--- src/rtl/ne_window_sum_pkg.sv ---
// Shared defaults, sum-width helper and FSM state type for the NE window sum.
package ne_pkg;

    localparam int NE_IN_W    = 64;
    localparam int NE_WIN_LEN = 16;

    // Sum width that cannot overflow for WIN_LEN samples of in_w bits.
    function automatic int ne_sum_w(input int in_w, input int win_len);
        return in_w + $clog2(win_len);
    endfunction

    typedef enum logic {
        ST_FILL = 1'b0,
        ST_RUN  = 1'b1
    } ne_state_e;

endpackage

--- src/rtl/ne_window_sum_ram.sv ---
// WIN_LEN x IN_W sample store: one write port, one combinational read port.
// No reset; stale entries are masked by the fill logic in the top level.
module ne_win_ram #(
    parameter int IN_W    = 64,
    parameter int WIN_LEN = 16,
    localparam int AW     = $clog2(WIN_LEN)
) (
    input  logic            clk,
    input  logic            we,
    input  logic [AW-1:0]   waddr,
    input  logic [IN_W-1:0] wdata,
    input  logic [AW-1:0]   raddr,
    output logic [IN_W-1:0] rdata
);

    logic [IN_W-1:0] mem_q [WIN_LEN];

    // Write the incoming sample; reads of the same entry this cycle see old data.
    always_ff @(posedge clk) begin
        if (we) mem_q[waddr] <= wdata;
    end

    assign rdata = mem_q[raddr];

endmodule

--- src/rtl/ne_window_sum.sv ---
// Sliding-window sum of the last WIN_LEN signed NE samples.
// Optional threshold detector enabled by defining NE_SUM_DETECT_EN.
module ne_window_sum
    import ne_pkg::*;
#(
    parameter int IN_W    = NE_IN_W,
    parameter int WIN_LEN = NE_WIN_LEN,
    localparam int SUM_W  = ne_sum_w(IN_W, WIN_LEN)
) (
    input  logic             clk,
    input  logic             rst_n,
    input  logic [IN_W-1:0]  din,
    input  logic             din_valid,
    input  logic             clear,
    output logic [SUM_W-1:0] sum,
    output logic             sum_valid,
    output logic             full
`ifdef NE_SUM_DETECT_EN
    ,
    input  logic [SUM_W-1:0] thresh,
    output logic             detect
`endif
);

    localparam int PTR_W = $clog2(WIN_LEN);
    localparam int CNT_W = PTR_W + 1;
    localparam logic [CNT_W-1:0] CNT_FULL = CNT_W'(WIN_LEN);

    ne_state_e        state_q, state_d;
    logic [PTR_W-1:0] wr_ptr_q, wr_ptr_d;
    logic [CNT_W-1:0] fill_cnt_q, fill_cnt_d;
    logic [SUM_W-1:0] sum_q, sum_d;
    logic             sum_valid_q, sum_valid_d;
    logic             full_q, full_d;
    logic [IN_W-1:0]  rd_data;
    logic [SUM_W-1:0] din_ext, old_ext;
    logic             wr_en;

    // A cleared cycle drops its sample, so it must not touch the buffer.
    assign wr_en = din_valid && !clear;

    ne_win_ram #(
        .IN_W    (IN_W),
        .WIN_LEN (WIN_LEN)
    ) u_ram (
        .clk   (clk),
        .we    (wr_en),
        .waddr (wr_ptr_q),
        .wdata (din),
        .raddr (wr_ptr_q),
        .rdata (rd_data)
    );

    assign din_ext = {{(SUM_W-IN_W){din[IN_W-1]}}, din};
    // During fill the slot being overwritten holds stale data; treat it as zero.
    assign old_ext = (state_q == ST_RUN) ? {{(SUM_W-IN_W){rd_data[IN_W-1]}}, rd_data}
                                         : '0;

    // Next-state, pointer, fill counter and accumulator update.
    always_comb begin
        state_d     = state_q;
        wr_ptr_d    = wr_ptr_q;
        fill_cnt_d  = fill_cnt_q;
        sum_d       = sum_q;
        sum_valid_d = 1'b0;
        full_d      = full_q;
        if (clear) begin
            state_d    = ST_FILL;
            wr_ptr_d   = '0;
            fill_cnt_d = '0;
            sum_d      = '0;
            full_d     = 1'b0;
        end else if (din_valid) begin
            sum_d    = sum_q + din_ext - old_ext;
            wr_ptr_d = wr_ptr_q + 1'b1;   // power-of-two depth wraps naturally
            if (state_q == ST_FILL) begin
                fill_cnt_d = fill_cnt_q + 1'b1;
                if (fill_cnt_d == CNT_FULL) state_d = ST_RUN;
            end
            sum_valid_d = (fill_cnt_d == CNT_FULL);
            full_d      = (fill_cnt_d == CNT_FULL);
        end
    end

    // State registers with asynchronous reset.
    always_ff @(posedge clk or negedge rst_n) begin
        if (!rst_n) begin
            state_q     <= ST_FILL;
            wr_ptr_q    <= '0;
            fill_cnt_q  <= '0;
            sum_q       <= '0;
            sum_valid_q <= 1'b0;
            full_q      <= 1'b0;
        end else begin
            state_q     <= state_d;
            wr_ptr_q    <= wr_ptr_d;
            fill_cnt_q  <= fill_cnt_d;
            sum_q       <= sum_d;
            sum_valid_q <= sum_valid_d;
            full_q      <= full_d;
        end
    end

    assign sum       = sum_q;
    assign sum_valid = sum_valid_q;
    assign full      = full_q;

`ifdef NE_SUM_DETECT_EN
    logic detect_q, detect_d;

    // Re-evaluate the threshold only when a full-window sum is produced.
    always_comb begin
        detect_d = detect_q;
        if (clear)            detect_d = 1'b0;
        else if (sum_valid_d) detect_d = ($signed(sum_d) > $signed(thresh));
    end

    // Detect flag register.
    always_ff @(posedge clk or negedge rst_n) begin
        if (!rst_n) detect_q <= 1'b0;
        else        detect_q <= detect_d;
    end

    assign detect = detect_q;
`endif

endmodule
--- config.mk ---
export PLATFORM = sky130hd
export DESIGN_NAME = ne_window_sum
export DESIGN_NICKNAME = d
export VERILOG_FILES = /design/src/rtl/ne_window_sum_pkg.sv /design/src/rtl/ne_window_sum_ram.sv /design/src/rtl/ne_window_sum.sv
export SDC_FILE = /design/constraint.sdc
export NUM_CORES = 1
export LEC_CHECK = 0
export BUFFER_PORTS_ARGS = -buffer_cell sky130_fd_sc_hd__clkbuf_2
export CAP_MARGIN = 20
export CORE_MARGIN = 1
export CORE_UTILIZATION = 45
export CTS_BUF_LIST = sky130_fd_sc_hd__clkbuf_16
export DETAILED_ROUTE_END_ITERATION = 7
export HOLD_SLACK_MARGIN = 0.06
export PLACE_DENSITY = 0.61
export SLEW_MARGIN = 20
export SYNTH_ARGS = -nofsm -noshare
export SYNTH_HDL_FRONTEND = slang
export SYNTH_HIERARCHICAL = 1
export SYNTH_SLANG_ARGS = --single-unit
--- constraint.sdc ---
create_clock -name clk -period 7.1 [get_ports clk]
set_input_delay 1.42 -clock clk [delete_from_list [all_inputs] [get_ports clk]]
set_output_delay 1.42 -clock clk [all_outputs]
set_load 0.02 [all_outputs]
==> summary.md, run 1 <==
| Metric | Value |
|---|---|
| Synthesized instance count | `a little under 3000` |
| Worst-path fanout max | `60` |
| Setup slack after layout | `845.2 ps` |
| CP endpoint kind | `flip-flop` |
| Fin Setup TNS | `0 ps` |
| Vias/cell | `5.860` |
| Die area | `108800 µm²` |
| Detailed Route WL | `123100 µm` |
| EDFF count, synth | `1024` |
| CP delay by family, top | `compound AO/OA/AOI/OAI gates` |
| Rows | `119` |
| Post-synth ARST share | `7.246%` |
| CP max stage cell | `dfrtp_4` |
| Maximum VDD drop | `0.2012 mV` |
| Total of max-cap violations | `0` |
| Synthesized area per cell | `16.72 µm²` |
| Avg WL per Cell | `27.03 µm` |
| Routed vias | `26692` |
| Hold crit path type | `reg -> reg` |
| Status | `complete, no violations` |
| Max incr delay on CP | `1100 ps` |
| Ranking of synthesized cells by area | `edfxtp_1 64%, mux4_2 12%, dfrtp_1 4.1%, fa_1 2.8%, inv_1 2.2%` |
| Initial DRC count | `~2800` |
| Antenna violations before repair | `7` |
| Register area share after synthesis | `67.72%` |
| Fmax achieved | `159.9 MHz` |
| Starting Density | `45.68%` |
| Total clock sinks | `1104` |
| Clk_lat worst skew | `between 700 and 800 ps` |
| Pwr/cell area | `between 300 and 400 nW/µm²` |
| Hold buffer count at cts | `0` |
| Arrival time worst endpoint | `about 7000 ps` |
| Syn nets | `slightly above 3000` |
| DRC violations left | `0` |
| Synth Flop Type | `edfxtp_1` |
| Unique masters post-synth | `76` |
| First-pass GRT wire length | `approximately 180000 µm` |
| RSZ-0062 raised after global routing | `no` |
| Crit-path cells | `buf_12 -> mux4_2 -> a22oi_1 -> nand2_1 -> and2_1 -> fa_1 -> inv_1 -> ha_1 -> a21oi_1 -> o21ai_1 -> a2111oi_2 -> a22oi_1 -> a211oi_2 -> o21ai_1 -> a41oi_2 -> o31ai_1 -> or4_1 -> nand3_1` |
| Largest net degree at the start of global routing | `66` |
| Post-Syn Area | `between 40000 and 50000 µm²` |
| CP startpoint kind | `flip-flop` |
| Port buffer count | `between 100 and 150` |
| Most numerous cell in the Yosys netlist | `edfxtp_1` |
| Area leader, netlist | `edfxtp_1` |
| Post-cts sizing count | `0` |
| Clock slew at reported path FFs | `60 ps` |
| Final clock skew | `32.34 ps` |
| # H-tree levels | `3` |
| Post-CTS setup buffers | `0` |
| Hold WS | `~490 ps` |
| Share of cells above drive strength 1 | `21.16%` |
| Dpl hpwl | `72080 µm` |
| CTS tree | `done` |
| Layout area overhead | `12.66%` |
| TritonRoute pass-1 iters | `5` |
| Number of global-route vias before repair | `27334` |
| P_leak | `between 0.015 and 0.02 µW` |
| FF+latch area | `32760 µm²` |
| Fillers | `8570` |
| FF+latch count, synth | `1104` |
| Worst-Margin Slew | `1129 ps` |
| GRT overflow | `0` |
| Core Footprint | `105900 µm²` |
| Setup slack, reg-to-reg | `around 850 ps` |
| Yosys top cell area share | `63.58%` |
| YS warnings | `6` |
| Minimum clock period | `between 6000 and 7000 ps` |
| Area of the multi-input gates | `~14000 µm²` |
| Req. time, crit path | `7710 ps` |
| Most common library cells after synthesis | `1024 x edfxtp_1, 282 x inv_1, 256 x mux4_2, 153 x nand2_1, 129 x a22oi_1` |
| Max Slew Vio Count | `0` |
| DP Worst Slack | `between 900 and 1000 ps` |
| CTS Root Cell | `clkbuf_16` |
| Fin crit share | `approximately nine tenths` |
| WS Path Type | `reg -> reg` |
| Final hold violation count | `0` |
| Final Wtd Congestion | `~0.9` |
| Final ANT Viol Nets | `0` |
| Net count, final | `3279` |
| Die X | `329.8 µm` |
| CTS max path bufs | `3` |
| Total CTS buffers | `113` |
| All-Layer GR Usage | `22.98%` |
| CP Buf/Inv Count | `2` |
| Die height | `329.8 µm` |
| Slew HR | `~25%` |
| Setup Viol. Count Final | `0` |
| Total I/O pin count | `138` |
[through the flow]
step	utilization, %	total power [µW]	std cells	instance area (µm²)
floorplan	-	10890	2892	48370
global placement	48.09	12190	4348	50910
detailed placement	48.09	12220	4348	50910
CTS	51.47	17970	4553	54480
global route	51.47	18680	4555	54490
finish	51.47	17870	4555	54490
[cell families after synthesis]
kind of cell	Yosys count	synth area share, %
muxes	288	12.59
adders and majority gates	139	4.636
AOI/OAI and AO/OA	414	5.829
xor gates and xnor gates	64	1.159
DFF	1104	67.72
buffers and inverters	422	3.599
and+or+nand+nor	461	4.465
[worst reg2reg max path: stages (launching register included)]
cell and delay, ps:
dfrtp_4 1100, buf_12 360, mux4_2 410, a22oi_1 240, nand2_1 130, and2_1 230, fa_1 500, inv_1 50
ha_1 350, a21oi_1 330, o21ai_1 210, a2111oi_2 390, a22oi_1 160, a211oi_2 510, o21ai_1 280, a41oi_2 310
o31ai_1 110, or4_1 410, nand3_1 90
[registers in the layout, indices dropped and copies added, names as in the netlist]
register / flops
fill_cnt_q: 5
wr_ptr_q: 4
u_ram/mem_q: 1024
state_q: 1
sum: 68
sum_valid: 1
full: 1
[placed cells by master, fill, tap and decap left out, types with 17 or more instances in the layout]
| cell type | netlist | layout |
|---|---|---|
| nand3_1 | 20 | 20 |
| dfrtp_1 | 80 | 77 |
| nand4_1 | 24 | 24 |
| clkinv_1 | 1 | 27 |
| nor3_1 | 21 | 17 |
| mux2i_1 | 29 | 29 |
| xnor2_1 | 41 | 41 |
| clkbuf_2 | 1 | 134 |
| a21o_1 | 25 | 25 |
| nor2_1 | 125 | 111 |
| fa_1 | 67 | 67 |
| and2_1 | 70 | 69 |
| clkbuf_16 | 0 | 114 |
| mux4_2 | 256 | 256 |
| xor2_1 | 23 | 23 |
| nand2_1 | 153 | 153 |
| o21ai_0 | 51 | 51 |
| ha_1 | 72 | 72 |
| inv_1 | 282 | 301 |
| a21oi_1 | 97 | 97 |
| buf_4 | 7 | 58 |
| a22oi_1 | 129 | 129 |
| edfxtp_1 | 1024 | 1024 |
[path summary, 6_finish.rpt]
check / startpoint / endpoint / cells after the start
worst max register to register: wr_ptr_q[1] / sum[64] / 18
max in group asynchronous: rst_n / wr_ptr_q[1] / 2
worst max-delay path: wr_ptr_q[1] / sum[64] / 18
min in group asynchronous: rst_n / sum[10] / 1
worst min register to register: full / full / 1
worst min-delay path: full / full / 1
[where the power goes]
| group | internal, µW | switching [µW] | leakage [µW] |
|---|---|---|---|
| clock network | 3240 | 2500 | 0.00181 |
| logic | 1750 | 2810 | 0.00687 |
| registers | 7310 | 269 | 0.0103 |
| total | 12300 | 5570 | 0.0190 |
[layout make-up]
| cell class | instances | area share (%) |
|---|---|---|
| Antenna cell | 2 | 0.009185 |
| Clock buffer | 114 | 5.236 |
| Clock inverter | 91 | 1.323 |
| Inverter | 283 | 1.950 |
| Multi-Input combinational cell | 1366 | 25.72 |
| Sequential cell | 1104 | 60.12 |
| Tap cell | 1391 | 3.194 |
| Timing Repair Buffer | 204 | 2.443 |
[routing by layer]
metal	share of wire [%]	up-vias	GRT usage, %	routed length [µm]
met5	0.035	-	0	43
met2	49	989	37.44	60620
met3	6.8	183	3.471	8316
met1	42	14050	32.44	51480
met4	2.2	8	6.089	2665
li1	-	11462	-	-
(Power assumes the default switching activity.)
==> run 2: changes to the inputs <==
--- a/config.mk
+++ b/config.mk
@@ -5,11 +5,11 @@
 export SDC_FILE = /design/constraint.sdc
 export NUM_CORES = 1
 export LEC_CHECK = 0
+export ABC_AREA = 1
 export BUFFER_PORTS_ARGS = -buffer_cell sky130_fd_sc_hd__clkbuf_2
 export CAP_MARGIN = 20
 export CORE_MARGIN = 1
 export CORE_UTILIZATION = 45
-export CTS_BUF_LIST = sky130_fd_sc_hd__clkbuf_16
 export DETAILED_ROUTE_END_ITERATION = 7
 export HOLD_SLACK_MARGIN = 0.06
 export PLACE_DENSITY = 0.61
==> run 2 against run 1 <==
  * Combinational power rose by 18%
  * Design area rose by 13%
  * Sequential cell count did not move
  * Maximum frequency rose by 22%
  * First-iteration DRC count rose by 31%
  * Sequential power rose by 0.5%
  * Core utilization fell by 1.2 points
  * Critical path depth rose by 5
  * Worst hold slack improved by 9.6 ps
==> summary.md, run 2 <==
| Metric | Value |
|---|---|
| YS warnings | `6 (unchanged)` |
| GRT overflow | `0 (unchanged)` |
| Arrival time worst endpoint | `5730 ps (-1140 ps)` |
| Most frequent cells in the layout | `1910 x nand2_1, 1323 x inv_1, 1024 x edfxtp_1, 837 x nand3_1` |
| Unique masters post-synth | `45 (-41%)` |
| Initial DRC count | `3729 (+31%)` |
| Layout area overhead | `10.48%` |
| Net count, final | `6365 (+94%)` |
| Most common library cells after synthesis | `1910 x nand2_1, 1324 x inv_1, 1024 x edfxtp_1, 837 x nand3_1, 153 x nor2_1` |
| Core Footprint | `122200 µm² (+15%)` |
| Post-CTS setup buffers | `0 (unchanged)` |
| Max Slew Vio Count | `0 (unchanged)` |
| Fmax achieved | `195.1 MHz (+22%)` |
| Ranking of synthesized cells by area | `edfxtp_1 55%, nand2_1 13%, inv_1 8.9%, nand3_1 7.5%, dfrtp_1 3.6%` |
| Total CTS buffers | `117 (+3.5%)` |
| Number of global-route vias before repair | `39128 (+43%)` |
| Total I/O pin count | `138 (unchanged)` |
| CTS max path bufs | `3 (unchanged)` |
| Fin Setup TNS | `0 ps (unchanged)` |
| R2R cell count | `23 (+5)` |
| DRC violations left | `0 (unchanged)` |
| Final Wtd Congestion | `0.9614 (+9.5%)` |
| Most common cell after layout, fill and taps aside | `nand2_1` |
| All-Layer GR Usage | `26.36% (+3.4 points)` |
| Worst-path fanout max | `76 (+27%)` |
| Max incr delay on CP | `710 ps (-390 ps)` |
| CP max stage cell | `buf_4` |
| Synth Flop Type | `edfxtp_1` |
| Crit-path cells | `buf_4 -> buf_4 -> nand2_1 -> nand3_1 -> nand3_1 -> nand3_1 -> nand2_1 -> nand2_1 -> inv_1 -> fa_1 -> inv_1 -> ha_1 -> nand2_1 -> nor2_1 -> inv_1 -> nor2_1 -> nand2_1 -> nor2_1 -> nand2_1 -> nand2_1 -> nand2_1 -> nand3_1 -> nand2_1` |
| Routed vias | `40255 (+51%)` |
| TritonRoute pass-1 iters | `6 (+1)` |
| Clk_lat worst skew | `740 ps (+30 ps)` |
| Fin crit share | `72.21% (-16 points)` |
| Setup slack after layout | `1973 ps (+1128 ps)` |
| Final ANT Viol Nets | `0 (unchanged)` |
| CP startpoint kind | `flip-flop` |
| Hold buffer count at cts | `0 (unchanged)` |
| Req. time, crit path | `7710 ps (about the same)` |
| First-pass GRT wire length | `246000 µm (+35%)` |
| Pwr/cell area | `309.9 nW/µm² (-5.5%)` |
| Setup Viol. Count Final | `0 (unchanged)` |
| Post-Layout Cell Count | `7887 (+73%)` |
| Die height | `353.5 µm (+7.2%)` |
| Slew HR | `26.05% (+1.4 points)` |
| Post-synth ARST share | `7.246% (unchanged)` |
| Starting Density | `45.50% (-0.19 points)` |
| Die X | `353.5 µm (+7.2%)` |
| Yosys top cell area share | `55.31% (-8.3 points)` |
| Most numerous cell in the Yosys netlist | `nand2_1` |
| FF+latch count, synth | `1104 (unchanged)` |
| Rows | `128 (+7.6%)` |
| RSZ-0062 raised after global routing | `no` |
| Syn nets | `6287 (+100%)` |
| Status | `complete, no violations` |
| P_leak | `0.02812 µW (+48%)` |
| EDFF count, synth | `1024 (unchanged)` |
| Total of max-cap violations | `0 (unchanged)` |
| Die area | `125000 µm² (+15%)` |
| Synthesized instance count | `6080 (+110%)` |
| Detailed Route WL | `164100 µm (+33%)` |
| Share of cells above drive strength 1 | `7.931% (-13 points)` |
| Post-cts sizing count | `0 (unchanged)` |
| Max reg flops | `1024 (unchanged)` |
| Placed cells | `7664 (+76%)` |
| Largest Register | `u_ram/mem_q` |
| Maximum VDD drop | `0.2182 mV (+8.5%)` |
| Hold WS | `497.5 ps (+9.576 ps)` |
| Total clock sinks | `1104 (unchanged)` |
| Worst-Margin Slew | `1109 ps (-19.86 ps)` |
| # H-tree levels | `3 (unchanged)` |
| Final clock skew | `27.23 ps (-5.105 ps)` |
| Minimum clock period | `5127 ps (-1128 ps)` |
| Most frequent cell on the critical path | `nand2_1` |
| Antenna violations before repair | `12 (+5)` |
| Largest net degree at the start of global routing | `271 (+310%)` |
| Area leader, netlist | `edfxtp_1` |
| Port buffer count | `137 (unchanged)` |
| Synthesized area per cell | `9.144 µm² (-45%)` |
| Hold path cells | `2 (+1)` |
| CP endpoint kind | `flip-flop` |
| Clock slew at reported path FFs | `60 ps (about the same)` |
| DP Worst Slack | `2049 ps (+1129 ps)` |
| CTS tree | `done` |
| Dpl hpwl | `98430 µm (+37%)` |
| Post-Syn Area | `55600 µm² (+15%)` |
| Final hold violation count | `0 (unchanged)` |
| CTS Root Cell | `clkbuf_16` |
| Vias/cell | `5.104 (-13%)` |
| Register area share after synthesis | `58.91% (-8.8 points)` |
| Avg WL per Cell | `20.81 µm (-23%)` |
| Hold crit path type | `reg -> reg` |
| WS Path Type | `reg -> reg` |
[run 2: cell types whose count changed after synthesis, moves of 28 or more]
cell	before	now
nand2_2	1	45
nand3_1	20	837
nor2_1	125	153
a22oi_1	129	0
buf_6	14	47
xnor2_1	41	1
and2_1	70	4
nand2_1	153	1910
inv_1	282	1324
mux4_2	256	0
buf_2	19	120
clkbuf_1	82	38
mux2i_1	29	0
o21ai_0	51	84
[run 2: power by group]
group / internal, µW / total, µW / switching [µW]
sequential: 7300 / 7610 / 304
clock: 3460 / 6070 / 2620
combinational: 1570 / 5360 / 3790
[run 2: final cells by class]
class,count,area [µm²]
inverters,1346,5084
repair buffers,193,1271
clock buffers,148,3105
well taps,1625,2033
flip-flops and latches,1104,32770
clock inverters,67,674.4
diodes,8,20.02
multi-input cells,3396,16460
fillers,11252,60780
[run 2: logic make-up after synthesis]
group	Yosys count	synth area share [%]
and+or+nand+nor	3013	22.91
DFF	1104	58.91
xor gates and xnor gates	6	0.09452
AOI/OAI and AO/OA	238	2.336
adders and majority gates	139	4.033
buffers and inverters	1580	11.72
[run 2: worst paths after layout]
check                                 start      end  slack [ps]
worst max-delay path            wr_ptr_q[0]  sum[61]        1970
worst min-delay path                   full     full         500
worst max register to register  wr_ptr_q[0]  sum[61]        1970
worst min register to register         full     full         500
max in group asynchronous             rst_n  state_q        5090
min in group asynchronous             rst_n  sum[66]         780
[run 2: through the flow]
stage               instance area [µm²]  util, %  total power, µW
floorplan                         55600        -            11170
global placement                  57620    47.15            13030
detailed placement                57620    47.15            13050
CTS                               61400    50.25            19120
global route                      61420    50.26            20020
finish                            61420    50.26            19040
[run 2: critical path: cells and delay by family, from the launching register on]
kind	cells	cell delay [ps]
flip-flops	1	520
buffers and inverters	5	1630
AND/OR/NAND/NOR	16	1810
adder cells (fa/ha/maj)	2	930
[run 2: layer usage]
layer  track usage, %  up-vias  wire length [µm]
li1                 -    19263                 -
met1            34.53    19390             67920
met2            43.14     1300             78070
met3            4.103      296             10560
met4            12.18        6              7516
met5                0        -                45
